**src/rtl/arb_pkg.sv**
```systemverilog
// Shared definitions for the eight-way round-robin arbiter.
//   N      : number of requesters (power of two)
//   IDX_W  : width of a requester index, log2(N)
//   state_t: arbiter FSM states
package arb_pkg;
  localparam int N     = 8;
  localparam int IDX_W = 3;

  typedef enum logic {
    IDLE = 1'b0,
    BUSY = 1'b1
  } state_t;
endpackage

```
**src/rtl/rr_pick.sv**
```systemverilog
// Combinational rotating-priority picker.
// Ports:
//   req      in  [N-1:0]     request vector
//   ptr      in  [IDX_W-1:0] position holding highest priority
//   pick     out [N-1:0]     one-hot winner, zero when no request
//   pick_idx out [IDX_W-1:0] binary index of the winner, zero when no request
//   any      out             at least one request present
module rr_pick
  import arb_pkg::*;
(
  input  logic [N-1:0]     req,
  input  logic [IDX_W-1:0] ptr,
  output logic [N-1:0]     pick,
  output logic [IDX_W-1:0] pick_idx,
  output logic             any
);

  logic [2*N-1:0]   req_dbl;
  logic [2*N-1:0]   pick_dbl;
  logic [N-1:0]     req_rot;
  logic [N-1:0]     rot_pick;
  logic [IDX_W-1:0] rot_idx;
  logic             found;

  always_comb begin
    // Rotate right so position ptr lands on bit 0.
    req_dbl  = {req, req} >> ptr;
    req_rot  = req_dbl[N-1:0];

    // Fixed priority from the LSB on the rotated vector.
    rot_pick = '0;
    rot_idx  = '0;
    found    = 1'b0;
    for (int unsigned i = 0; i < N; i++) begin
      if (req_rot[i] && !found) begin
        rot_pick[i] = 1'b1;
        rot_idx     = IDX_W'(i);
        found       = 1'b1;
      end
    end

    // Rotate the winner back into requester positions.
    pick_dbl = {rot_pick, rot_pick} << ptr;
    pick     = pick_dbl[2*N-1:N];
    // Index addition wraps mod N because the width is exactly log2(N).
    pick_idx = found ? (rot_idx + ptr) : '0;
    any      = |req;
  end

endmodule

```
**src/rtl/rr_arbiter_8.sv**
```systemverilog
// Round-robin arbiter for eight requesters with a held, registered grant.
// A grant persists until its owner pulses release_grant; on release the
// priority pointer moves to just past the owner and the next winner (if any)
// is granted on the same edge.
// Ports:
//   clk           in               rising-edge clock
//   rst           in               asynchronous active-high reset
//   req           in  [N-1:0]      request vector
//   release_grant in               owner's one-cycle release pulse; ignored
//                                  while no grant is held (`release` is a
//                                  reserved word, hence the longer name)
//   grant         out [N-1:0]      registered one-hot grant, zero when idle
//   grant_valid   out              a grant is held
//   grant_idx     out [IDX_W-1:0]  index of the granted requester, 0 when idle
module rr_arbiter_8
  import arb_pkg::*;
(
  input  logic             clk,
  input  logic             rst,
  input  logic [N-1:0]     req,
  input  logic             release_grant,
  output logic [N-1:0]     grant,
  output logic             grant_valid,
  output logic [IDX_W-1:0] grant_idx
);

  state_t           state;
  logic [IDX_W-1:0] ptr;
  logic [IDX_W-1:0] ptr_sel;
  logic [N-1:0]     pick;
  logic [IDX_W-1:0] pick_idx;
  logic             any;
  logic             releasing;

  assign releasing = (state == BUSY) && release_grant;

  // On release the pick already uses the advanced pointer so the hand-off
  // completes in the same cycle; the releasing owner ends up lowest priority.
  assign ptr_sel = releasing ? (grant_idx + 1'b1) : ptr;

  rr_pick u_pick (
    .req      (req),
    .ptr      (ptr_sel),
    .pick     (pick),
    .pick_idx (pick_idx),
    .any      (any)
  );

  always_ff @(posedge clk or posedge rst) begin
    if (rst) begin
      state       <= IDLE;
      ptr         <= '0;
      grant       <= '0;
      grant_valid <= 1'b0;
      grant_idx   <= '0;
    end else begin
      case (state)
        IDLE: begin
          if (any) begin
            grant       <= pick;
            grant_idx   <= pick_idx;
            grant_valid <= 1'b1;
            state       <= BUSY;
          end
        end
        BUSY: begin
          if (release_grant) begin
            ptr <= ptr_sel;
            if (any) begin
              grant     <= pick;
              grant_idx <= pick_idx;
            end else begin
              grant       <= '0;
              grant_idx   <= '0;
              grant_valid <= 1'b0;
              state       <= IDLE;
            end
          end
        end
        default: begin
          state       <= IDLE;
          grant       <= '0;
          grant_idx   <= '0;
          grant_valid <= 1'b0;
        end
      endcase
    end
  end

endmodule

```
**config.mk**
```make
export PLATFORM = sky130hd
export DESIGN_NAME = rr_arbiter_8
export DESIGN_NICKNAME = d
export VERILOG_FILES = /design/src/rtl/arb_pkg.sv /design/src/rtl/rr_pick.sv /design/src/rtl/rr_arbiter_8.sv
export SDC_FILE = /design/constraint.sdc
export NUM_CORES = 1
export LEC_CHECK = 0
export ABC_AREA = 0
export CAP_MARGIN = 25
export CORE_ASPECT_RATIO = 1.25
export CORE_MARGIN = 3
export CORE_UTILIZATION = 52
export CTS_CLUSTER_SIZE = 30
export DETAILED_ROUTE_END_ITERATION = 6
export PLACE_DENSITY_LB_ADDON = 0.2
export SYNTH_ARGS = -nofsm -noshare
export SYNTH_HDL_FRONTEND = slang
export SYNTH_SLANG_ARGS = --single-unit
```
**constraint.sdc**
```tcl
create_clock -name clk -period 3 [get_ports clk]
set_input_delay 0.45 -clock clk [delete_from_list [all_inputs] [get_ports clk]]
set_output_delay 0.45 -clock clk [all_outputs]
set_load 0.02 [all_outputs]
```
---- Yosys cells after proc, flatten, opt, wreduce, memory -nomap -nowiden ----
Index checks and enable logic that the tools add are counted.
cells by class
  add/subtract/negate cells ............... 2
  shifts and indexed selects .............. 2
  bitwise logic cells ..................... 1
  multiplexer cells ....................... 39
  reduce and logical (&&, ||, !) cells .... 19
  eq/ne operators ......................... 3
operators by type and width
  cell                                                            number
  3-bit 2-to-1 mux                                                9
  8-bit 2-to-1 mux                                                3
  1-bit 2-to-1 mux                                                21
  8-bit one-hot mux with 2 select lines                           1
  16-bit by 3-bit left shift with 16-bit output                   1
  16-bit by 3-bit right shift with 8-bit output                   1
  1-bit logical AND                                               8
  8-bit OR reduction                                              1
  1-bit zero test                                                 7
  2-bit inequality test (second input constant)                   3
  3-bit one-hot mux with 2 select lines                           1
  2-bit 2-to-1 mux                                                2
  1-bit one-hot mux with 2 select lines                           2
  2-bit AND reduction                                             2
  3-bit by 1-bit adder with 3-bit output (second input constant)  1
  3-bit adder                                                     1
  3-bit AND reduction                                             1
  1-bit inverter                                                  1
word-level totals
  logic and storage cells ................. 71
  input port bits ......................... 11
  flip-flop bits (word level) ............. 16
  output and inout bits ................... 12

---- Depth between registers and ports, before layout ----
Gate-level depths: netlist of run 1.
  depth after elaboration ................. 30
  mapped depth ............................ 17
  depth with buffers taken out ............ 15

---- Hierarchy ----
From an unflattened synthesis of run 1, not the netlist that was laid out.
second synthesis, totals
  cell total of the unflattened synthesis .. 202
  area, all modules ....................... 1823.0 um2
by module, submodules not included
  module        area an instance (um2)  times used  cells each
  rr_pick       1017.2                  1           139
  rr_arbiter_8  805.8                   1           63

---- Worst setup path before layout of run 1 ----
Ideal clock, no wire load.
  path type ............................... flip-flop to flip-flop
  start ................................... register grant_idx[0]
  end ..................................... register grant_idx[2]
  stages on the path, launching flop included .. 18
  data required time ...................... 2876 ps
  arrival time ............................ 3150 ps
  slack ................................... -275 ps
  buffers on the path ..................... 2
  cell sequence ........................... dfrtp_1 ha_1 nand3_1 o21ai_2 inv_2 buf_4 buf_2 nor2_1 a2111oi_2 nand3_1 o21ai_0 or3_1 ha_1 inv_1 fa_1 xnor2_1 xnor2_1 o21ai_1
on the way
  word-level cells in the longest chain between the ends .. 30
ends and longest elaborated chain
  element                                        line                text
  start, declared                                rr_arbiter_8.sv:24  output logic [IDX_W-1:0] grant_idx
  start signal, assigned                         rr_arbiter_8.sv:61  grant_idx <= pick_idx;
  start signal, assigned                         rr_arbiter_8.sv:71  grant_idx <= pick_idx;
  3-bit by 1-bit adder with 3-bit output *       rr_arbiter_8.sv:39  assign ptr_sel = releasing ? (grant_idx + 1'b1) : ptr;
  3-bit 2-to-1 mux *                             rr_arbiter_8.sv:39
  16-bit by 3-bit right shift with 8-bit output  rr_pick.sv:27       req_dbl = {req, req} >> ptr;
  1-bit 2-to-1 mux                               rr_pick.sv:35       if (req_rot[i] && !found) begin
  1-bit zero test                                rr_pick.sv:35
  1-bit logical AND                              rr_pick.sv:35
  1-bit 2-to-1 mux                               rr_pick.sv:35
  1-bit zero test                                rr_pick.sv:35
  [... 14 more ...]                              --
  1-bit zero test                                rr_pick.sv:35
  1-bit logical AND                              rr_pick.sv:35
  3-bit 2-to-1 mux                               rr_pick.sv:35
  3-bit adder                                    rr_pick.sv:46       pick_idx = found ? (rot_idx + ptr) : '0;
  3-bit 2-to-1 mux *                             rr_pick.sv:46
  3-bit 2-to-1 mux                               rr_arbiter_8.sv:69  if (any) begin
  3-bit 2-to-1 mux                               rr_arbiter_8.sv:67  if (release_grant) begin
  3-bit one-hot mux with 2 select lines *        rr_arbiter_8.sv:57  case (state)
Every way passes the cells marked *; elsewhere a longest branch is shown, timed or not. The select of a mux whose other input is x is not followed.
A chain may end at the register's enable or synchronous reset.

---- Final worst setup path of run 1 ----
Same ends and word-level chain as after synthesis.

==> results of run 1 <==
timing repair:
action                                  in CTS  in global routing
setup buffers                                5                 11
endpoints found under the setup margin      11                 11
pin swaps                                   10                 18
resized for setup                           15                 36
power groups by stage:
stage                     sequential (mW)  clock [mW]  combinational, mW
after floorplan                     0.431           0               1.68
after global placement              0.355           0               2.89
after detailed placement            0.362           0               2.95
after CTS                           0.362       0.189               3.07
after global routing                0.387       0.207               3.94
final                               0.386       0.204               3.84
per-layer routing:
| layer | vias to the layer above | track usage | part of all wire |
|---|---|---|---|
| met5 | - | 0 | 0 |
| met2 | 461 | 0.640 | 0.42 |
| met1 | 1482 | 0.418 | 0.30 |
| met3 | 200 | 0.0472 | 0.14 |
| li1 | 1255 | - | - |
| met4 | 0 | 0.212 | 0.13 |
per-stage QoR:
stage	hold WS, ns	power (mW)
after floorplan	0.364	2.11
after global placement	0.464	3.25
after detailed placement	0.478	3.32
after CTS	0.490	3.62
after global routing	0.531	4.53
final	0.533	4.43
worst paths after layout:
check | startpoint | end | slack [ns] | cells past startpoint
hold / removal | grant[7] | grant[7] | 0.53 | 1
setup / recovery | grant_idx[0] | grant_idx[2] | -0.53 | 15
setup reg to reg | grant_idx[0] | grant_idx[2] | -0.53 | 15
hold reg to reg | grant[7] | grant[7] | 0.53 | 1
min in group asynchronous | rst | ptr[0] | 0.59 | 2
max in group asynchronous | rst | grant_idx[1] | 1.98 | 2
final cells by class:
class                           count  share of cell area
Multi-Input combinational cell    217               0.508
Timing Repair Buffer              137               0.331
Sequential cell                    16               0.116
Tap cell                           52              0.0186
Clock buffer                        4              0.0158
Inverter                            8              0.0108
cells in the mapped netlist (4+ instances only):
| library cell | number |
|---|---|
| and3_1 | 10 |
| o21ai_0 | 13 |
| o21ai_1 | 5 |
| a31oi_1 | 4 |
| and2_1 | 5 |
| nor2b_1 | 6 |
| a311oi_1 | 4 |
| buf_1 | 4 |
| o31ai_1 | 7 |
| nor3_1 | 10 |
| a211oi_2 | 6 |
| clkbuf_1 | 4 |
| inv_1 | 6 |
| a21oi_1 | 13 |
| dfrtp_1 | 16 |
| nor2_1 | 9 |
| a21o_1 | 5 |
| nand3_1 | 27 |
| o211ai_1 | 5 |
| nand2_1 | 26 |
| buf_2 | 7 |
| a221o_1 | 4 |
cell families (layout without fill, tap and decap cells):
family                   count (synthesis)  count (layout)  share of synthesized area
AO/OA/AOI/OAI                          100             100                      0.393
XOR/XNOR                                 3               3                     0.0128
adder cells (fa/ha/maj)                  3               3                     0.0219
buffers and inverters                   28             149                     0.0682
flip-flops                              16              16                      0.195
multiplexers                             4               4                     0.0335
AND/OR/NAND/NOR                        107             107                      0.275
sequential cells by signal (all words and copies together) (netlist names):
| register | count |
|---|---|
| grant_idx | 3 |
| grant | 8 |
| grant_valid | 1 |
| state | 1 |
| ptr | 3 |
cell usage in the layout (no fill, tap or decap), types with 3 or more instances in the layout:
| master | n |
|---|---|
| o21ai_1 | 4 |
| buf_12 | 3 |
| a21o_1 | 5 |
| a311oi_1 | 4 |
| dfrtp_2 | 3 |
| and3_1 | 9 |
| a31oi_1 | 4 |
| o221ai_1 | 3 |
| o31ai_1 | 6 |
| xnor2_2 | 3 |
| clkbuf_8 | 4 |
| buf_6 | 9 |
| clkdlybuf4s50_1 | 18 |
| and2_1 | 5 |
| a211oi_2 | 3 |
| nor3_1 | 6 |
| nor3_2 | 4 |
| a211o_1 | 3 |
| nand3_2 | 4 |
| nor4_1 | 3 |
| nand2_1 | 26 |
| nand3_1 | 23 |
| a21oi_2 | 3 |
| a21oi_1 | 10 |
| nor2b_1 | 5 |
| inv_1 | 4 |
| o21ai_0 | 9 |
| nor2_1 | 8 |
| a211oi_4 | 3 |
| dfrtp_1 | 13 |
| o211ai_1 | 5 |
| buf_4 | 103 |
| o21ai_2 | 5 |
| a221o_1 | 4 |
==> results.sh, run 1 <==
export IMPL_clkLatencyLatePin_ns=0.26
export IMPL_path_cells="ha_4 -> xnor2_2 -> a21o_1 -> buf_6 -> nor2_4 -> a2111oi_4 -> nand3_2 -> o21ai_2 -> or3_1 -> ha_2 -> inv_2 -> fa_2 -> xnor2_2 -> xnor2_2 -> o21ai_2"
export IMPL_final_cells=434
export IMPL_tns_ns=-1.43
export IMPL_io_buffers=22
export IMPL_yosysTopAreaCell="dfrtp_1"
export IMPL_post_dp_hpwl_mm=6.25
export IMPL_ys_warn_count=0
export IMPL_period_share=1.18
export IMPL_final_util=0.960
export IMPL_diodes=0
export IMPL_cts_sinks=16
export IMPL_dieArea_um2=4740
export IMPL_synth_ff_type="dfrtp_1"
export IMPL_cp_common_cell="xnor2_2"
export IMPL_die_w_um=62.2
export IMPL_grt_ovfl_total=0
export IMPL_firstDrtPassIters=7
export IMPL_place_ws_ns=-0.813
export IMPL_cpMaxStageDelayCell="a2111oi_4"
export IMPL_cp_required_ns=3.17
export IMPL_power_frac_comb=0.867
export IMPL_status="finished with violations"
export IMPL_grt_pass1_wl_mm=14.0
export IMPL_p_per_area_nw_per_um2=1270
export IMPL_wirelength_mm=12.0
export IMPL_ys_async_sr_fraction=1.00
export IMPL_crit_family="compound AO/OA/AOI/OAI gates"
export IMPL_fin_nets=397
export IMPL_synth_seq_area_share=0.195
export IMPL_layout_drive_gt1_share=0.476
export IMPL_antenna_found_initial=0
export IMPL_fillers=79
export IMPL_arrival_ns=3.70
export IMPL_ant_nets=0
export IMPL_syn_nets=275
export IMPL_dpl_cell_area_um2=3100
export IMPL_yosysTopAreaCellShare=0.195
export IMPL_start_util=0.565
export IMPL_ys_types=69
export IMPL_dr_first_iter_drc_count=760
export IMPL_netlist_area_um2=2050
export IMPL_min_period_ns=3.53
export IMPL_worstPathMaxFanout=4
export IMPL_design_area_um2=3490
export IMPL_violations="DRC, setup timing"
export IMPL_cts_root_buffer="clkbuf_8"
export IMPL_finalClockSkew_ns=0.00103
export IMPL_clkPwrFrac=0.046
export IMPL_crit_buf_inv=2
export IMPL_ir_drop_uv=959
export IMPL_rsz0062_at_grt="yes"
export IMPL_intPower_mw=2.15
export IMPL_p_seq_frac=0.087
export IMPL_critPathMaxStageDelay_ns=0.49
export IMPL_viasPerCell=7.83
export IMPL_max_freq_mhz=284
export IMPL_synthTopCellsByArea="dfrtp_1 20%, nand3_1 6.6%, nand2_1 4.8%, a211oi_2 3.7%, a21oi_1 3.2%"
export IMPL_finalHoldViolCount=0
export IMPL_core_area_um2=3630
export IMPL_clkTransAtPathRegs_ns=0.07
export IMPL_syn_to_final_growth_pct=70.0
export IMPL_synth_area_per_cell_um2=7.87
export IMPL_switching_share=0.515
export IMPL_cap_violations=0
export IMPL_p_leak_nw=1.53
export IMPL_dr_total_vias=3398
export IMPL_clockBufferDepth=2
export IMPL_slew_viol_final=0
export IMPL_multi_input_area_um2=1770
export IMPL_ios=23
export IMPL_cts_buffers_inserted=3
export IMPL_synth_seq_cells=16
export IMPL_cts_htree_levels=1
export IMPL_track_usage=0.364
export IMPL_p_sw_mw=2.28
export IMPL_synth_edff_count=0
export IMPL_cp_end_kind="flip-flop"
export IMPL_finalWorstSetupSlack_ns=-0.527
export IMPL_max_slew_margin_rel=0.587
export IMPL_place_congestion=1.02
export IMPL_wl_per_cell_um=27.6
export IMPL_die_y_um=76.3
export IMPL_drc=18
export IMPL_startpoint_type="flip-flop"
export IMPL_rows=24
export IMPL_regArea_um2=404
export IMPL_worstSetupPathType="reg -> reg"
export IMPL_grt_pass1_vias=2848
export IMPL_cts_hold_buffers=0
export IMPL_worst_pin_slew_ns=0.618
export IMPL_hold_path_class="reg -> reg"
export IMPL_cts_tree="built"
export IMPL_grt_start_max_net_pins=17
export IMPL_setup_violations=9
export IMPL_syn_instance_count=261
export IMPL_placed_cells=414
Power figures use the tool's default switching activity.
==> run 2, diff against run 1 <==
Settings changed: CTS_CLUSTER_SIZE 30 to not set.
==> results of run 2 <==
Final layout, timing and power as in run 1 (identical DEF).
